## src/rtl/id_exe_hazard_ctrl.sv

```systemverilog
// rtl/id_exe_hazard_ctrl.sv - ID/EXE sequencing: load-use stall, FP hold, branch flush, stall counter
// Outputs are combinational from state and inputs so hazards are answered in the same cycle.
module id_exe_hazard_ctrl #(
  parameter int FP_LATENCY = 4,
  parameter int STALL_W    = 16
) (
  input  logic               Clk,
  input  logic               Rst_n,
  input  logic               valid_ID,
  input  logic               FP_ID,
  input  logic [4:0]         Rs_ID,
  input  logic [4:0]         Rt_ID,
  input  logic               uses_rs_ID,
  input  logic               uses_rt_ID,
  input  logic               MemRead_EXE,
  input  logic               RegWrite_EXE,
  input  logic [4:0]         Dst_EXE,
  input  logic               branch_taken_EXE,
  output logic               PC_write,
  output logic               IFID_write,
  output logic               IFID_flush,
  output logic               IDEXE_write,
  output logic               IDEXE_bubble,
  output logic               fp_busy,
  output logic [STALL_W-1:0] stall_count
);

  localparam logic [0:0] RUN     = 1'b0;
  localparam logic [0:0] FP_BUSY = 1'b1;

  localparam logic [2:0]         FP_CNT_INIT = 3'(FP_LATENCY - 1);
  localparam logic [STALL_W-1:0] STALL_ONE   = {{(STALL_W-1){1'b0}}, 1'b1};

  logic [0:0] state;
  logic [2:0] fp_cnt;
  logic       load_use;
  logic       fp_issue;

  assign load_use = MemRead_EXE & RegWrite_EXE & (Dst_EXE != 5'd0) & valid_ID &
                    ((uses_rs_ID & (Rs_ID == Dst_EXE)) | (uses_rt_ID & (Rt_ID == Dst_EXE)));

  always_comb begin
    PC_write     = 1'b1;
    IFID_write   = 1'b1;
    IFID_flush   = 1'b0;
    IDEXE_write  = 1'b1;
    IDEXE_bubble = 1'b0;
    if (!Rst_n) begin
      PC_write     = 1'b0;
      IFID_write   = 1'b0;
      IFID_flush   = 1'b1;
      IDEXE_write  = 1'b0;
      IDEXE_bubble = 1'b1;
    end else if (state == FP_BUSY) begin
      PC_write    = 1'b0;
      IFID_write  = 1'b0;
      IDEXE_write = 1'b0;
    end else if (branch_taken_EXE) begin
      IFID_flush   = 1'b1;
      IDEXE_bubble = 1'b1;
    end else if (load_use) begin
      PC_write     = 1'b0;
      IFID_write   = 1'b0;
      IDEXE_bubble = 1'b1;
    end
  end

  // An FP op only issues when it really lands in ID/EXE, never as a bubble.
  assign fp_issue = (state == RUN) & valid_ID & FP_ID & IDEXE_write & ~IDEXE_bubble;
  assign fp_busy  = Rst_n & (state == FP_BUSY);

  always_ff @(posedge Clk or negedge Rst_n) begin
    if (!Rst_n) begin
      state  <= RUN;
      fp_cnt <= 3'd0;
    end else begin
      case (state)
        RUN: begin
          if (fp_issue && (FP_LATENCY > 1)) begin
            state  <= FP_BUSY;
            fp_cnt <= FP_CNT_INIT;
          end
        end
        default: begin
          if (fp_cnt == 3'd1) begin
            state  <= RUN;
            fp_cnt <= 3'd0;
          end else begin
            fp_cnt <= fp_cnt - 3'd1;
          end
        end
      endcase
    end
  end

  always_ff @(posedge Clk or negedge Rst_n) begin
    if (!Rst_n) begin
      stall_count <= '0;
    end else if (!PC_write && (stall_count != {STALL_W{1'b1}})) begin
      stall_count <= stall_count + STALL_ONE;
    end
  end

endmodule

```

## config.mk

```make
export PLATFORM = sky130hd
export DESIGN_NAME = id_exe_hazard_ctrl
export DESIGN_NICKNAME = d
export VERILOG_FILES = /design/src/rtl/id_exe_hazard_ctrl.sv
export SDC_FILE = /design/constraint.sdc
export NUM_CORES = 1
export LEC_CHECK = 0
export ABC_CLOCK_PERIOD_IN_PS = 2300
export BUFFER_PORTS_ARGS = -buffer_cell sky130_fd_sc_hd__buf_2
export CORE_MARGIN = 2
export CORE_UTILIZATION = 48
export DETAILED_ROUTE_END_ITERATION = 8
export PLACE_DENSITY = 0.79
export SLEW_MARGIN = 10
export SYNTH_ARGS = -nofsm -noshare
export SYNTH_HDL_FRONTEND = slang
export SYNTH_SLANG_ARGS = --single-unit
```

## constraint.sdc

```tcl
create_clock -name Clk -period 2.3 [get_ports Clk]
set_clock_uncertainty 0.05 [all_clocks]
set_input_delay 0.46 -clock Clk [delete_from_list [all_inputs] [get_ports Clk]]
set_output_delay 0.46 -clock Clk [all_outputs]
set_load 0.01 [all_outputs]
```

* Word-level counts from Yosys, hierarchy flattened
Cells that the tools add are included.
W data, S select, Z words.
** Operators by class
- $add $sub $neg :: 2
- Equality and inequality tests :: 4
- Mux-type cells :: 19
- Bitwise operators :: 14
- Reduce and logical (&&, ||, !) cells :: 4
** Operators with widths (count)
- $add A16 B1 Y16 const B :: 1
- $mux W1 :: 16
- $ne A16 B16 Y1 const B :: 1
- $and A1 B1 Y1 :: 11
- $eq A5 B5 Y1 :: 2
- $mux W3 :: 3
- $reduce_bool A5 Y1 :: 1
- $eq A3 B1 Y1 const B :: 1
- $sub A3 B1 Y3 const B :: 1
- $not A1 Y1 :: 2
- $reduce_bool A2 Y1 :: 1
- $logic_and A1 B1 Y1 :: 1
- $logic_not A1 Y1 :: 1
- $or A1 B1 Y1 :: 1
** Word-level totals
- Register bits :: 20
- Input port bits :: 24
- Output and inout port bits :: 22
- Logic and storage cells :: 46

* Depth between registers and ports, before layout
Gate-level depths: netlist of the first run.
- Depth after elaboration :: 12
- Depth in mapped cells :: 8
- Mapped depth without buffers :: 7

* Worst setup path after synthesis of the first run
OpenSTA, ideal clock, no wires.
- Path kind :: input-to-output
- From :: input Dst_EXE[1]
- To :: output PC_write
- Arrival time :: 1727 ps
- Data required time :: 1790 ps
- Path slack :: 63 ps
- Stages :: 6
- Buffers on the path :: 2
- Cells stage by stage :: or4_1 > o21ai_1 > nor2_1 > a21boi_4 > buf_6 > buf_4
** On the way
- Word-level cells in the longest chain between the ends :: 8
- Elaborated cells on any way between the ends :: 13
- Classes of those cells :: eq/ne (2); mux (4); bitwise (6); reduce/logical (1)
** Ends and longest elaborated chain
- from (decl) :: line 17 : input logic [4:0] Dst_EXE,
- $eq A5 B5 Y1 / $reduce_bool A5 Y1 (equally long branches) :: line 40, 39
- $and A1 B1 Y1, on equally long branches :: line 40, 39
- $or A1 B1 Y1 / $and A1 B1 Y1 (equally long branches) :: line 40, 39
- $and A1 B1 Y1 * :: line 39 : assign load_use = MemRead_EXE & RegWrite_EXE & (Dst_EXE != 5'd0) & valid_ID &
- $mux W1 * (4 in series)
- to (decl) :: line 19 : output logic PC_write,
Mark *: on every way between the ends. The rest lies on a longest branch, timed or not.

* Worst setup path after layout of the first run
- From :: input Dst_EXE[1]
- To :: output IDEXE_bubble
** On the way
- Word-level cells in the longest chain between the ends :: 8
- Elaborated cells on any way between the ends :: 13
- Classes of those cells :: eq/ne (2); mux (4); bitwise (6); reduce/logical (1)
** Ends and longest elaborated chain
- $eq A5 B5 Y1 / $reduce_bool A5 Y1 (equally long branches) :: line 40, 39
- $and A1 B1 Y1, on equally long branches :: line 40, 39
- $or A1 B1 Y1 / $and A1 B1 Y1 (equally long branches) :: line 40, 39
- $and A1 B1 Y1 * :: line 39
- $mux W1 * :: line 61 : end else if (load_use) begin
- $mux W1 * :: line 58 : end else if (branch_taken_EXE) begin
- $mux W1 * :: line 54 : end else if (state == FP_BUSY) begin
- $mux W1 * :: line 48 : if (!Rst_n) begin
- to (decl) :: line 23 : output logic IDEXE_bubble,
Marked as above.

==> results of run 1 <==
cell families (layout without fill, tap and decap cells):
kind of cell	after synthesis	after routing	synth area share, %
buf+inv	9	60	3.84
fa+ha+maj	3	3	3.12
flops	20	20	41.5
simple gates	51	51	23.8
xor+xnor	24	24	17.4
compound gates	12	12	7.79
mux	2	2	2.49
final cells by class:
class	instances	area share, %
multi-input cells	92	43.0
flip-flops and latches	20	32.5
clock buffers	4	2.36
inverters	5	1.22
repair buffers	51	18.4
well taps	30	2.44
state kept, by name, summed over array words and instances (netlist names):
register	flops
fp_cnt	3
state	1
stall_count	16
critical path, cell delays in order:
cell and delay [ps]:
buf_2 120, or4_1 530, o21ai_2 160, inv_1 80, a21oi_1 140, o21ai_0 80
buf_2 160
synthesized netlist by cell type (2+ instances only):
cell	number
and2_1	2
nand3_1	4
a2bb2oi_1	2
xnor2_1	10
nor2_1	5
dfrtp_1	20
and4_1	2
nand2_1	15
ha_1	3
nor4_1	3
xor2_1	14
mux2_4	2
nor4_2	3
inv_1	5
nand4_1	4
nor3_1	5
o21ai_0	4
worst paths after layout:
kind	depth (start not counted)	start	end	slack (ps)
max	7	Dst_EXE[1]	IDEXE_bubble	60
min	2	Rst_n	fp_cnt[0]	60
max reg2reg	8	stall_count[0]	stall_count[1]	340
min reg2reg	1	stall_count[15]	stall_count[15]	450
max in group asynchronous	2	Rst_n	fp_cnt[2]	1920
min in group Clk	1	stall_count[15]	stall_count[15]	450
what timing repair did:
item / 4_1_cts / 5_1_grt
resized for setup: 0 / 1
setup buffers: 0 / 2
endpoints found under the setup margin: 0 / 3
placed cells by master, fill, tap and decap left out, drive strengths merged, types with 2 or more instances in the layout:
cell | Yosys | final
dfrtp | 20 | 20
buf | 3 | 51
nor2 | 6 | 6
mux2 | 2 | 2
xnor2 | 10 | 10
and4 | 2 | 2
o21ai | 5 | 5
nor4 | 6 | 6
clkbuf | 1 | 4
nand4 | 4 | 4
ha | 3 | 3
inv | 5 | 5
and2 | 2 | 2
nand3 | 4 | 4
a2bb2oi | 2 | 2
nand2 | 15 | 15
nor3 | 5 | 5
xor2 | 14 | 14
routing by layer:
layer,GRT usage (%),up-vias,part of all wire (%)
met1,27.4,508,43
met5,0,-,0
met3,3.61,7,3.5
met2,37.8,25,52
met4,11.3,0,2.3
li1,-,521,-
metrics by stage:
step           util (%)  instance area, um^2  setup WS (ps)
2_1_floorplan         -                 1200           63.5
3_3_place_gp       61.0                 1480           40.9
3_5_place_dp       61.0                 1480           1.73
4_1_cts            62.4                 1520           24.3
5_1_grt            63.2                 1540           6.23
6_report           63.2                 1540           59.7
power breakdown:
part / internal [mW] / switching (mW)
clock network: 0.0968 / 0.116
logic: 0.317 / 0.309
registers: 0.487 / 0.160
==> impl_metrics.csv, run 1 <==
group,metric,value,unit
outcome,status,"complete, no violations",
floorplanning,dieArea,2930,um^2
floorplanning,start_util,49.5,%
yosys,synth_edf_count,0,
timing,final_hold_viol_count,0,
yosys,yosysTopAreaCell,"dfrtp_1",
detailed_routing,antenna_left,0,
yosys,syn-cell-area,1200,um^2
global_routing,grt_pass1_wl,4.65,mm
power_and_ir_drop,irDropWorstVdd,736,uV
place,place_hpwl,2.15,mm
clocking,htreeDepth,1,
timing,holdWs,58.9,ps
yosys,ys_seq_area_share,41.5,%
global_routing,grtUsageTotal,22.4,%
finish,diodes,0,
critical_path,worstPathRequired,1790,ps
yosys,yosys_warnings,0,
timing,period_needed,2240,ps
clocking,cts_num_sinks,20,
timing,rsz0062_at_grt,"no",
critical_path,start_kind,"input port",
detailed_routing,vias,1061,
finish,fillers,207,
power_and_ir_drop,powerDensity,966,nW/um^2
yosys,async_flop_share,100,%
clocking,path_clk_slew,110,ps
clocking,insertion_delay,310,ps
place,dp_cells,196,
yosys,synth.area.top_cells,"dfrtp_1 42%, xor2_1 10%, xnor2_1 7.3%",
floorplanning,core_area,2430,um^2
yosys,syn_inst,121,
finish,fin_cells,202,
global_routing,grt_max_degree,24,
timing,worstMarginPinSlew,345,ps
timing,slew_headroom,76.8,%
clocking,hold_buffers,0,
clocking,cts_buffers,3,
timing,timing.setup.tns,0,ps
yosys,synth-seq-cells,20,
critical_path,cp.arrival,1730,ps
detailed_routing,drt_first_pass_iters,4,
detailed_routing,drtIter0Drc,18,
yosys,synth_top_area_share,41.5,%
yosys,avgSynthCellArea,9.96,um^2
detailed_routing,wl,2.85,mm
global_routing,gr-total-overflow,0,
detailed_routing,drc_errors,0,
timing,fin_crit_sh,97.4,%
detailed_routing,viasPerCell,5.25,
floorplanning,io_pins,46,
finish,multiInputGateArea,662,um^2
timing,clock.fmax,446,MHz
floorplanning,fp.dieH,54.1,um
clocking,clock_path_buffers,2,
global_routing,antenna_found_initial,0,
finish,drive_gt1_share,37.2,%
power_and_ir_drop,power,1.49,mW
clocking,cts_tree,"done",
finish,fin_nets,200,
detailed_routing,wl_per_cell,14.1,um
timing,drv_slew,0,
floorplanning,fp.dieW,54.1,um
finish,layout-area-overhead-vs-synth,27.6,%
floorplanning,rows,18,
yosys,ys_types,35,
critical_path,worst_setup_path_end_kind,"primary output",
min_path,min_path_type,"in -> async",
global_routing,grt_pass1_vias,1029,
yosys,syn-num-nets,148,
power_and_ir_drop,p_leak,0.750,nW
critical_path,critical_path_class,"in -> out",
critical_path,path_max_fanout,3,
clocking,root_buffer,"clkbuf_4",
place,globalplace.congestion,0.784,
timing,finalSetupViolations,0,
place,portBuffers,45,
finish,regArea,500,um^2
flow_run,cap_violations,0,
yosys,ys.flop_type,"dfrtp_1",
(Power assumes the default switching activity.)
==> run 2, diff against run 1 <==
--- a/config.mk
+++ b/config.mk
@@ -11,6 +11,7 @@
 export CORE_UTILIZATION = 48
 export DETAILED_ROUTE_END_ITERATION = 8
 export PLACE_DENSITY = 0.79
+export RECOVER_POWER = 100
 export SLEW_MARGIN = 10
 export SYNTH_ARGS = -nofsm -noshare
 export SYNTH_HDL_FRONTEND = slang
==> impl_metrics.csv, run 2 (synthesis results as in run 1) <==
group,metric,value,unit
critical_path,r2r_slack,240,ps
timing,period_needed,2240,ps
critical_path,worstPathRequired,1790,ps
min_path,min_path_type,"in -> async",
finish,fin_nets,200,
detailed_routing,vias,1068,
floorplanning,fp.dieH,54.1,um
finish,fin_cells,202,
timing,rsz0062_at_grt,"no",
clocking,hold_buffers,0,
finish,largest_reg_flops,16,
finish,drive_gt1_share,23.8,%
clocking,cts_tree,"done",
place,postPlaceCellArea,1480,um^2
finish,final_common_cell,"buf_2",
place,place_hpwl,2.15,mm
finish,fillers,212,
detailed_routing,viasPerCell,5.29,
critical_path,r2r-start,"stall_count[0]",
global_routing,grt_max_degree,24,
finish,post-route-util,61.5,%
floorplanning,start_util,49.5,%
critical_path,startpoint,"Dst_EXE[1]",
clocking,insertion_delay,310,ps
outcome,status,"complete, no violations",
finish,diodes,0,
timing,worstMarginPinSlew,356,ps
timing,finalSetupViolations,0,
power_and_ir_drop,p_leak,0.684,nW
detailed_routing,drt_first_pass_iters,4,
clocking,clock_path_buffers,2,
detailed_routing,wl_per_cell,14.2,um
floorplanning,core_area,2430,um^2
global_routing,antenna_found_initial,0,
global_routing,grt_pass1_wl,4.65,mm
timing,timing.setup.tns,0,ps
power_and_ir_drop,power,1.45,mW
detailed_routing,antenna_left,0,
flow_run,cap_violations,0,
timing,final_hold_viol_count,0,
floorplanning,rows,18,
critical_path,r2r_cells,8,
power_and_ir_drop,powerDensity,970,nW/um^2
global_routing,gr-total-overflow,0,
finish,largestRegisters,"stall_count (16), fp_cnt (3), state (1)",
critical_path,worst_setup_path_end_kind,"primary output",
finish,layout-area-overhead-vs-synth,24.2,%
detailed_routing,wl,2.86,mm
critical_path,path_max_fanout,3,
finish,largest-register,"stall_count",
detailed_routing,drc_errors,0,
floorplanning,fp.dieW,54.1,um
timing,drv_slew,0,
global_routing,grtUsageTotal,22.4,%
timing,fin_crit_sh,97.4,%
power_and_ir_drop,irDropWorstVdd,737,uV
detailed_routing,drtIter0Drc,16,
critical_path,worst_r2r_endpoint,"stall_count[1]",
floorplanning,io_pins,46,
timing,worst_slack,60.1,ps
clocking,cts_buffers,3,
finish,finish.instance_area,1500,um^2
global_routing,grt_pass1_vias,1029,
finish,most-common-layout-cells,"24 x buf_2, 21 x clkbuf_1, 20 x dfrtp_1",
timing,holdWs,58.8,ps
floorplanning,dieArea,2930,um^2
place,globalplace.congestion,0.784,
timing,clock.fmax,446,MHz
place,portBuffers,45,
critical_path,endpoint,"IDEXE_bubble",
clocking,cts_num_sinks,20,
clocking,path_clk_slew,120,ps
critical_path,start_kind,"input port",
critical_path,cp.arrival,1730,ps
critical_path,critical_path_class,"in -> out",
place,dp_cells,196,
timing,slew_headroom,76.0,%
clocking,htreeDepth,1,
place,post-place-ws,1.73,ps
clocking,root_buffer,"clkbuf_4",
## run 2: cell count changes in the layout (fill, tap and decap cells not counted), sizes merged
cell | previous run | this run
buf | 51 | 29
clkbuf | 4 | 26
## run 2: where the power goes
group / switching (mW) / internal [mW]
clock network: 0.117 / 0.0968
logic: 0.306 / 0.284
registers: 0.162 / 0.487
## run 2: worst min-delay path by stage
stage	start	cells past startpoint	endpoint	slack [ps]
floorplan	Rst_n	0	fp_cnt[0]	110
global placement	Rst_n	2	fp_cnt[0]	400
finish	Rst_n	2	fp_cnt[0]	60
CTS	Rst_n	2	fp_cnt[0]	70
detailed placement	Rst_n	2	fp_cnt[0]	410
global route	Rst_n	2	state	70
## run 2: layout make-up
type / instances / area [um^2] / area share [%]
clock buffer: 4 / 36.3 / 2.42
inverter: 5 / 18.8 / 1.25
multi-input combinational: 92 / 649 / 43.4
sequential: 20 / 500 / 33.4
tap: 30 / 37.5 / 2.51
timing repair buffer: 51 / 254 / 17.0
## run 2: critical path: stages
cell and delay (ps):
buf_2 120, or4_1 530, o21ai_2 160, inv_1 80, a21oi_1 140, o21ai_0 80, buf_2 160
## run 2: timing repair
| item | 4_1_cts | 5_1_grt |
|---|---|---|
| resized for setup | 0 | 1 |
| endpoints found under the setup margin | 0 | 3 |
| buffers inserted | 0 | 2 |
## run 2: per-layer routing
layer | vias to the layer above | track usage, % | wire (um)
li1 | 520 | - | -
met1 | 517 | 27.4 | 1210
met2 | 23 | 37.8 | 1500
met3 | 8 | 3.61 | 86
met4 | 0 | 11.3 | 62
met5 | - | 0 | 0
==> run 3, diff against run 2 <==
--- a/config.mk
+++ b/config.mk
@@ -6,11 +6,11 @@
 export NUM_CORES = 1
 export LEC_CHECK = 0
 export ABC_CLOCK_PERIOD_IN_PS = 2300
-export BUFFER_PORTS_ARGS = -buffer_cell sky130_fd_sc_hd__buf_2
 export CORE_MARGIN = 2
-export CORE_UTILIZATION = 48
+export CORE_UTILIZATION = 55
 export DETAILED_ROUTE_END_ITERATION = 8
-export PLACE_DENSITY = 0.79
+export DONT_BUFFER_PORTS = 1
+export PLACE_DENSITY = 0.7
 export RECOVER_POWER = 100
 export SLEW_MARGIN = 10
 export SYNTH_ARGS = -nofsm -noshare
==> impl_metrics.csv, run 3 (synthesis results as in run 1) <==
group,metric,value,unit
finish,diodes,0,
finish,fillers,178,
critical_path,worstPathRequired,1790,ps
power_and_ir_drop,powerDensity,994,nW/um^2
finish,layout-area-overhead-vs-synth,4.47,%
finish,post-route-util,62.3,%
outcome,status,"complete, no violations",
timing,slew_headroom,41.4,%
flow_run,cap_violations,0,
critical_path,start_kind,"input port",
finish,drive_gt1_share,9.52,%
finish,most-common-layout-cells,"20 x dfrtp_1, 15 x nand2_1, 14 x xor2_1",
critical_path,worst_setup_path_end_kind,"primary output",
clocking,cts_tree,"done",
floorplanning,rows,16,
place,place_hpwl,1.64,mm
clocking,hold_buffers,1,
finish,regArea,500,um^2
critical_path,path_max_fanout,5,
global_routing,grt_pass1_vias,836,
floorplanning,start_util,59.6,%
global_routing,grt_max_degree,21,
timing,finalSetupViolations,0,
place,portBuffers,0,
floorplanning,dieArea,2580,um^2
timing,drv_slew,0,
floorplanning,fp.dieH,50.8,um
global_routing,gr-total-overflow,0,
finish,multiInputGateArea,636,um^2
detailed_routing,wl_per_cell,14.2,um
finish,final_common_cell,"dfrtp_1",
timing,worstMarginPinSlew,876,ps
floorplanning,fp.dieW,50.8,um
critical_path,critical_path_class,"in -> out",
global_routing,grt_pass1_wl,3.65,mm
min_path,min_path_type,"in -> reg",
detailed_routing,vias,886,
power_and_ir_drop,irDropWorstVdd,651,uV
timing,clock.fmax,452,MHz
critical_path,worst_r2r_endpoint,"stall_count[1]",
clocking,clock_path_buffers,2,
place,globalplace.congestion,0.800,
min_path,hp-start,"branch_taken_EXE",
critical_path,slowest_delay,510,ps
clocking,cts_num_sinks,20,
clocking,postCtsSetupRepairBufs,0,
clocking,insertion_delay,290,ps
detailed_routing,drt_first_pass_iters,4,
clocking,cts_buffers,3,
critical_path,crit_chain,"or4_1 -> o21ai_0 -> nor2_1 -> a21boi_4 -> buf_4",
detailed_routing,antenna_left,0,
detailed_routing,drc_errors,0,
clocking,root_buffer,"clkbuf_4",
finish,largest-register,"stall_count",
clocking,htreeDepth,1,
floorplanning,io_pins,46,
critical_path,r2r_cells,7,
finish,fin_nets,155,
critical_path,startpoint,"Dst_EXE[1]",
critical_path,r2r-start,"stall_count[0]",
clocking,path_clk_slew,100,ps
global_routing,antenna_found_initial,0,
timing,final_hold_viol_count,0,
timing,fin_crit_sh,96.2,%
timing,timing.setup.tns,0,ps
detailed_routing,viasPerCell,5.79,
clocking,ctsResizeCount,0,
detailed_routing,drtIter0Drc,9,
timing,holdWs,318,ps
critical_path,cp.arrival,1700,ps
finish,largest_reg_flops,16,
finish,largestRegisters,"stall_count (16), fp_cnt (3), state (1)",
detailed_routing,wl,2.18,mm
critical_path,crit_path_top_delay_cell,"or4_1",
min_path,hold_depth,2,
timing,rsz0062_at_grt,"no",
global_routing,grtUsageTotal,18.8,%
critical_path,r2r_slack,250,ps
floorplanning,core_area,2020,um^2
power_and_ir_drop,p_leak,0.547,nW
timing,period_needed,2210,ps
min_path,min_to,"state",
run 3: stage by stage:
stage | total power [mW] | worst slack [ps] | cells | area [um^2]
4_1_cts | 1.29 | 135 | 153 | 1280
3_3_place_gp | 1.09 | 151 | 149 | 1250
6_report | 1.25 | 87.2 | 153 | 1260
3_5_place_dp | 1.11 | 147 | 149 | 1250
5_1_grt | 1.36 | 27.4 | 153 | 1260
2_1_floorplan | 1.02 | 63.5 | 121 | 1200
run 3: metal layers:
metal	routed length [um]	vias to the layer above	GRT usage [%]
li1	-	432	-
met5	0	-	0
met4	15	0	6.76
met1	1030	428	25.4
met2	1010	24	28.3
met3	117	2	5.95
run 3: worst max-delay path: cells and delay by family:
family | cells | cell delay (ps)
AO/OA/AOI/OAI | 2 | 440
AND/OR/NAND/NOR | 2 | 610
buffers and inverters | 1 | 180
run 3: worst max-delay path by stage:
stage                to  slack [ps]  depth (start not counted)
6_report       PC_write          90                          5
5_1_grt        PC_write          30                          5
4_1_cts        PC_write         130                          5
3_5_place_dp   PC_write         150                          5
3_3_place_gp   PC_write         150                          5
2_1_floorplan  PC_write          60                          6
run 3: cell type report:
| cell class | instances | share of cell area, % |
|---|---|---|
| clock buffers | 3 | 1.79 |
| multi-input cells | 92 | 50.5 |
| inverters | 5 | 1.49 |
| flip-flops and latches | 20 | 39.8 |
| repair buffers | 6 | 3.78 |
| well taps | 27 | 2.68 |
run 3: report_power, final:
part	switching [mW]	total, mW	internal [mW]
Sequential	0.220	0.707	0.487
Combinational	0.192	0.382	0.190
Clock	0.101	0.162	0.0610
